[config.mk]
export PLATFORM = sky130hd
export DESIGN_NAME = pipe_ctrl
export DESIGN_NICKNAME = d
export VERILOG_FILES = /design/src/rtl/pipe_ctrl.sv
export SDC_FILE = /design/constraint.sdc
export NUM_CORES = 1
export LEC_CHECK = 0
export BUFFER_PORTS_ARGS = -buffer_cell sky130_fd_sc_hd__buf_4
export CELL_PAD_IN_SITES_DETAIL_PLACEMENT = 0
export CELL_PAD_IN_SITES_GLOBAL_PLACEMENT = 1
export CORE_ASPECT_RATIO = 0.6
export CORE_UTILIZATION = 43
export CTS_BUF_LIST = sky130_fd_sc_hd__clkbuf_4 sky130_fd_sc_hd__clkbuf_8 sky130_fd_sc_hd__clkbuf_16
export DETAILED_ROUTE_END_ITERATION = 10
export PLACE_DENSITY = 0.92
export SETUP_SLACK_MARGIN = 0.5
export SKIP_LAST_GASP = 1
export SLEW_MARGIN = 15
export SYNTH_ARGS = -nofsm -noshare
export SYNTH_HDL_FRONTEND = slang
export SYNTH_SLANG_ARGS = --single-unit
[constraint.sdc]
create_clock -name clk -period 2.93 [get_ports clk]
set_input_delay 0.4395 -clock clk [delete_from_list [all_inputs] [get_ports clk]]
set_output_delay 0.4395 -clock clk [all_outputs]
set_load 0.05 [all_outputs]
[src/rtl/pipe_ctrl.sv]
// pipe_ctrl: hazard, redirect, MDU-stall and debug-halt sequencing for the core.
// Ports: hazard sources in; pc/if_id/id_ex/ex stall+flush out; halt_ack; stall/flush counters.
module pipe_ctrl #(
  parameter int REG_IDX_WIDTH = 5,
  parameter int DRAIN_CYCLES  = 4,
  parameter int CNT_WIDTH     = 32
) (
  input  logic                     clk,
  input  logic                     rst_n,
  input  logic                     id_rs1_en_i,
  input  logic                     id_rs2_en_i,
  input  logic [REG_IDX_WIDTH-1:0] id_rs1_idx_i,
  input  logic [REG_IDX_WIDTH-1:0] id_rs2_idx_i,
  input  logic                     ex_rd_en_i,
  input  logic [REG_IDX_WIDTH-1:0] ex_rd_idx_i,
  input  logic                     ex_is_load_i,
  input  logic                     ex_redirect_i,
  input  logic                     mdu_start_i,
  input  logic                     mdu_done_i,
  input  logic                     ifu_valid_i,
  input  logic                     halt_req_i,
  output logic                     pc_stall_o,
  output logic                     pc_redirect_o,
  output logic                     if_id_stall_o,
  output logic                     if_id_flush_o,
  output logic                     id_ex_stall_o,
  output logic                     id_ex_flush_o,
  output logic                     ex_stall_o,
  output logic                     halt_ack_o,
  output logic [CNT_WIDTH-1:0]     stall_cnt_o,
  output logic [CNT_WIDTH-1:0]     flush_cnt_o
);

  typedef enum logic [1:0] {
    S_RUN,
    S_MDU,
    S_DRAIN,
    S_HALT
  } state_e;

  localparam int DW =
    (DRAIN_CYCLES > 1) ? $clog2(DRAIN_CYCLES) : 1;
  localparam logic [DW-1:0] DRAIN_INIT =
    DW'(DRAIN_CYCLES - 1);

  state_e               state_q, state_d;
  logic [DW-1:0]        drain_q, drain_d;
  logic                 ret_q, ret_d;
  logic                 ack_q, ack_d;
  logic [CNT_WIDTH-1:0] stall_cnt_q, stall_cnt_d;
  logic [CNT_WIDTH-1:0] flush_cnt_q, flush_cnt_d;

  logic rd_ok, rs1_hit, rs2_hit, lu, mdu_go;

  assign rd_ok   = ex_is_load_i & ex_rd_en_i
                 & (ex_rd_idx_i != '0);
  assign rs1_hit = id_rs1_en_i
                 & (id_rs1_idx_i == ex_rd_idx_i);
  assign rs2_hit = id_rs2_en_i
                 & (id_rs2_idx_i == ex_rd_idx_i);
  assign lu      = rd_ok & (rs1_hit | rs2_hit);
  assign mdu_go  = mdu_start_i & ~mdu_done_i;

  always_comb begin
    pc_stall_o    = 1'b0;
    pc_redirect_o = 1'b0;
    if_id_stall_o = 1'b0;
    if_id_flush_o = 1'b0;
    id_ex_stall_o = 1'b0;
    id_ex_flush_o = 1'b0;
    ex_stall_o    = 1'b0;
    state_d       = state_q;
    drain_d       = drain_q;
    ret_d         = ret_q;
    unique case (state_q)
      S_RUN: begin
        if (ex_redirect_i) begin
          pc_redirect_o = 1'b1;
          if_id_flush_o = 1'b1;
          id_ex_flush_o = 1'b1;
        end else if (mdu_go) begin
          pc_stall_o    = 1'b1;
          if_id_stall_o = 1'b1;
          id_ex_stall_o = 1'b1;
          ex_stall_o    = 1'b1;
          state_d       = S_MDU;
          ret_d         = 1'b0;
        end else if (lu) begin
          pc_stall_o    = 1'b1;
          if_id_stall_o = 1'b1;
          id_ex_flush_o = 1'b1;
        end else if (!ifu_valid_i) begin
          pc_stall_o    = 1'b1;
          if_id_flush_o = 1'b1;
        end
        if (halt_req_i && (ex_redirect_i || !mdu_go)) begin
          state_d = S_DRAIN;
          drain_d = DRAIN_INIT;
        end
      end
      S_MDU: begin
        if (!mdu_done_i) begin
          pc_stall_o    = 1'b1;
          if_id_stall_o = 1'b1;
          id_ex_stall_o = 1'b1;
          ex_stall_o    = 1'b1;
        end else begin
          state_d = ret_q ? S_DRAIN : S_RUN;
        end
      end
      S_DRAIN: begin
        // PC stays held even on redirect; pc_reg
        // still loads the target via pc_redirect.
        pc_stall_o    = 1'b1;
        if_id_flush_o = 1'b1;
        if (ex_redirect_i) begin
          pc_redirect_o = 1'b1;
          id_ex_flush_o = 1'b1;
        end else if (mdu_go) begin
          if_id_stall_o = 1'b1;
          id_ex_stall_o = 1'b1;
          ex_stall_o    = 1'b1;
        end else if (lu) begin
          if_id_stall_o = 1'b1;
          id_ex_flush_o = 1'b1;
        end
        if (!ex_redirect_i && mdu_go) begin
          // drain_q is left untouched and resumes
          // after the MDU op completes.
          state_d = S_MDU;
          ret_d   = halt_req_i;
        end else if (!halt_req_i) begin
          state_d = S_RUN;
        end else if (ex_redirect_i || !lu) begin
          if (drain_q == '0) state_d = S_HALT;
          else drain_d = drain_q - DW'(1);
        end
      end
      S_HALT: begin
        pc_stall_o    = 1'b1;
        if_id_flush_o = 1'b1;
        if (!halt_req_i) state_d = S_RUN;
      end
      default: state_d = S_RUN;
    endcase
  end

  always_comb begin
    ack_d       = (state_d == S_HALT);
    stall_cnt_d = stall_cnt_q;
    flush_cnt_d = flush_cnt_q;
    if (pc_stall_o && state_q != S_HALT)
      stall_cnt_d = stall_cnt_q + CNT_WIDTH'(1);
    if (pc_redirect_o)
      flush_cnt_d = flush_cnt_q + CNT_WIDTH'(1);
  end

  always_ff @(posedge clk or negedge rst_n) begin
    if (!rst_n) begin
      state_q     <= S_RUN;
      drain_q     <= '0;
      ret_q       <= 1'b0;
      ack_q       <= 1'b0;
      stall_cnt_q <= '0;
      flush_cnt_q <= '0;
    end else begin
      state_q     <= state_d;
      drain_q     <= drain_d;
      ret_q       <= ret_d;
      ack_q       <= ack_d;
      stall_cnt_q <= stall_cnt_d;
      flush_cnt_q <= flush_cnt_d;
    end
  end

  assign halt_ack_o  = ack_q;
  assign stall_cnt_o = stall_cnt_q;
  assign flush_cnt_o = flush_cnt_q;

endmodule

==> flow_summary_export.csv <==
group,metric,value,unit
outcome,status,"finished, final reports clean",
timing,relSlewSlack,41.5,%
floorplan,die_h,72.1,um
final_layout,nFillCells,670,
critical_path,path_cells,"buf_8 -> or4_4 -> o211ai_1 -> or2_4 -> a311oi_2 -> a211o_1 -> buf_6",
place,place_hpwl,5840,um
synthesis,syn_inst,344,
critical_path,end_kind,"primary output",
timing,timing.fmax,409,MHz
critical_path,critPathTopFamily,"simple AND/OR/NAND/NOR gates",
route,wl,8170,um
synthesis,synth_cell_type_count,41,
power,pwr-share-comb,36.1,%
power,power_switching_share,40.1,%
timing,post-route-period-util,83.5,%
critical_path,crit_type,"input port to primary output",
clock_network,htreeDepth,3,
route,dr_total_vias,2945,
global_routing,grt_overflow_total,0,
global_routing,grt.total_usage,19.9,%
critical_path,worstPathMaxFanout,4,
timing,tns,0,ps
route,via_per_inst,5.26,
synthesis,synth_edf_count,0,
final_layout,final_cell_mix,"buf_4, dfrtp_1, xor2_1",
timing,hold_slack,224,ps
final_layout,nNetsFinal,476,
clock_network,clock_path_buffers,2,
place,port_buffers,97,
critical_path,cp.arrival,2010,ps
timing,finalCriticalPeriod,2450,ps
floorplan,fp-row-count,25,
critical_path,required,2490,ps
critical_path,start_kind,"input port",
final_layout,n_antenna_cell,0,
clock_network,cts-root-buf,"clkbuf_16",
synthesis,synthesis.nets,373,
min_path,hold_path.class,"input port to asynchronous set/reset pin",
global_routing,grt_pass1_wl,13200,um
final_layout,fin_util,59.8,%
floorplan,dieArea,8570,sq um
final_layout,final_common_cell,"buf_4",
power,internal_power,2.26,mW
power,ir_worst_vdd,0.000438,V
synthesis,async_flop_share,100,%
synthesis,ys_ff_latch,70,
route,drc,0,
floorplan,core-area,7910,sq um
floorplan,fp.dieW,119,um
place,gp_congestion,0.872,
route,wl_per_cell,14.6,um
power,pwr_density_cell,796,nW/um^2
global_routing,grt_pass1_vias,2661,
clock_network,cts_tree,"done",
synthesis,yosys_warnings,0,
clock_network,clk_latency,330,ps
final_layout,drive_gt1_share,29.6,%
run,max_cap_violations,0,
route,antenna_left,0,
power,p_leak,2.32,nW
timing,hold_viol,0,
timing,report.final.setup_viol,0,
timing,worst-slew-pin-transition,877,ps
global_routing,grt_antenna_before_repair,0,
place,placed_cell_area,4370,sq um
global_routing,grt_max_degree,71,
synthesis,ys_seq_area_share,49.7,%
critical_path,max_stage_delay,510,ps
clock_network,cts_hold_buffers,0,
clock_network,clk_pin_slew,60,ps
timing,rsz0062_at_grt,"true",
final_layout,fin_area,4730,sq um
synthesis,syn_avg_cell_area,10.2,sq um
timing,slew_violations,0,
critical_path,cp_slowest_cell,"or4_4",
floorplan,ios,98,
power,p_clk_share,29.4,%
route,dr.first_iter.drc_count,167,
power,p_sw,1.51,mW
timing,clock_skew,6.45,ps
floorplan,initial_core_util,44.5,%
synthesis,synth_flop_cell,"dfrtp_1",
clock_network,cts_sinks,70,
critical_path,path_buf_inv,2,
power,sequentialPowerShare,34.5,%
route,firstDrtPassIters,6,
synthesis,syn_area,3520,sq um
final_layout,syn_to_final_growth,34.4,%
clock_network,cts_inserted_buffers,9,
[layer usage]
metal | share of wire [%] | global-route usage [%] | up-vias
li1 | - | - | 1414
met2 | 42 | 28.3 | 102
met5 | 0 | 0 | -
met3 | 7.0 | 7.47 | 10
met1 | 50 | 28.0 | 1419
met4 | 1.1 | 6.33 | 0
[synth_stat cells (6+ instances only)]
library cell,n,area [sq um]
and3_1,11,68.8
clkbuf_1,7,26.3
dfrtp_1,70,1750
inv_1,6,22.5
nand2_1,30,113
nand3_1,26,130
nand4_1,18,113
nor2_1,17,63.8
nor3_1,26,130
nor4_1,7,43.8
xnor2_1,28,245
xor2_1,44,385
[through the flow]
step	power (mW)	std cells	worst slack, ps
3_3_place_gp	2.62	542	346
2_1_floorplan	2.23	344	502
6_report	3.77	560	485
3_5_place_dp	2.65	542	347
4_1_cts	3.77	560	479
5_1_grt	3.92	560	425
[area by class of cell]
| class | count | area (sq um) | share of cell area [%] |
|---|---|---|---|
| Sequential cell | 70 | 1750 | 37.0 |
| Multi-Input combinational cell | 256 | 1710 | 36.2 |
| Timing Repair Buffer | 104 | 803 | 17.0 |
| Clock buffer | 12 | 260 | 5.50 |
| Tap cell | 108 | 135 | 2.85 |
| Clock inverter | 4 | 45.0 | 0.952 |
| Inverter | 6 | 26.3 | 0.555 |
[power by group through the flow]
stage / clock network (mW) / registers (mW) / logic (mW)
after floorplan: 0 / 1.62 / 0.608
after global placement: 0 / 1.30 / 1.32
after detailed placement: 0 / 1.31 / 1.34
after CTS: 1.13 / 1.30 / 1.35
after global routing: 1.16 / 1.32 / 1.43
final: 1.11 / 1.30 / 1.36
[registers in the layout, indices dropped and copies added, names as in the netlist]
signal,flops
drain_q,2
flush_cnt_o,32
halt_ack_o,1
ret_q,1
stall_cnt_o,32
state_q,2
[final timing paths]
kind / from / to / slack (ps) / cells after the start
min in group clk: halt_req_i / state_q[1]$_DFF_PN0_ / 410 / 3
setup / recovery: ex_rd_idx_i[4] / pc_stall_o / 480 / 7
max in group asynchronous: rst_n / drain_q[0]$_DFFE_PN0P_ / 2140 / 1
hold reg to reg: stall_cnt_o[31]$_DFFE_PN0P_ / stall_cnt_o[31]$_DFFE_PN0P_ / 470 / 1
hold / removal: rst_n / flush_cnt_o[13]$_DFFE_PN0P_ / 220 / 1
setup reg to reg: state_q[0]$_DFF_PN0_ / flush_cnt_o[30]$_DFFE_PN0P_ / 690 / 7
[timing repair]
item / CTS / global route
pin swaps: 2 / 7
endpoints found under the setup margin: 4 / 9
setup buffers: 2 / 0
resized for setup: 2 / 11
[cell families after synthesis]
| logic type | count (synthesis) | synth area share (%) |
|---|---|---|
| buffers and inverters | 18 | 2.34 |
| adder cells (fa/ha/maj) | 3 | 1.07 |
| AND/OR/NAND/NOR | 160 | 24.3 |
| AO/OA/AOI/OAI | 19 | 4.01 |
| flip-flops | 70 | 49.7 |
| multiplexers | 2 | 0.639 |
| XOR/XNOR | 72 | 17.9 |
No activity file was read; power rests on OpenSTA's default activity.
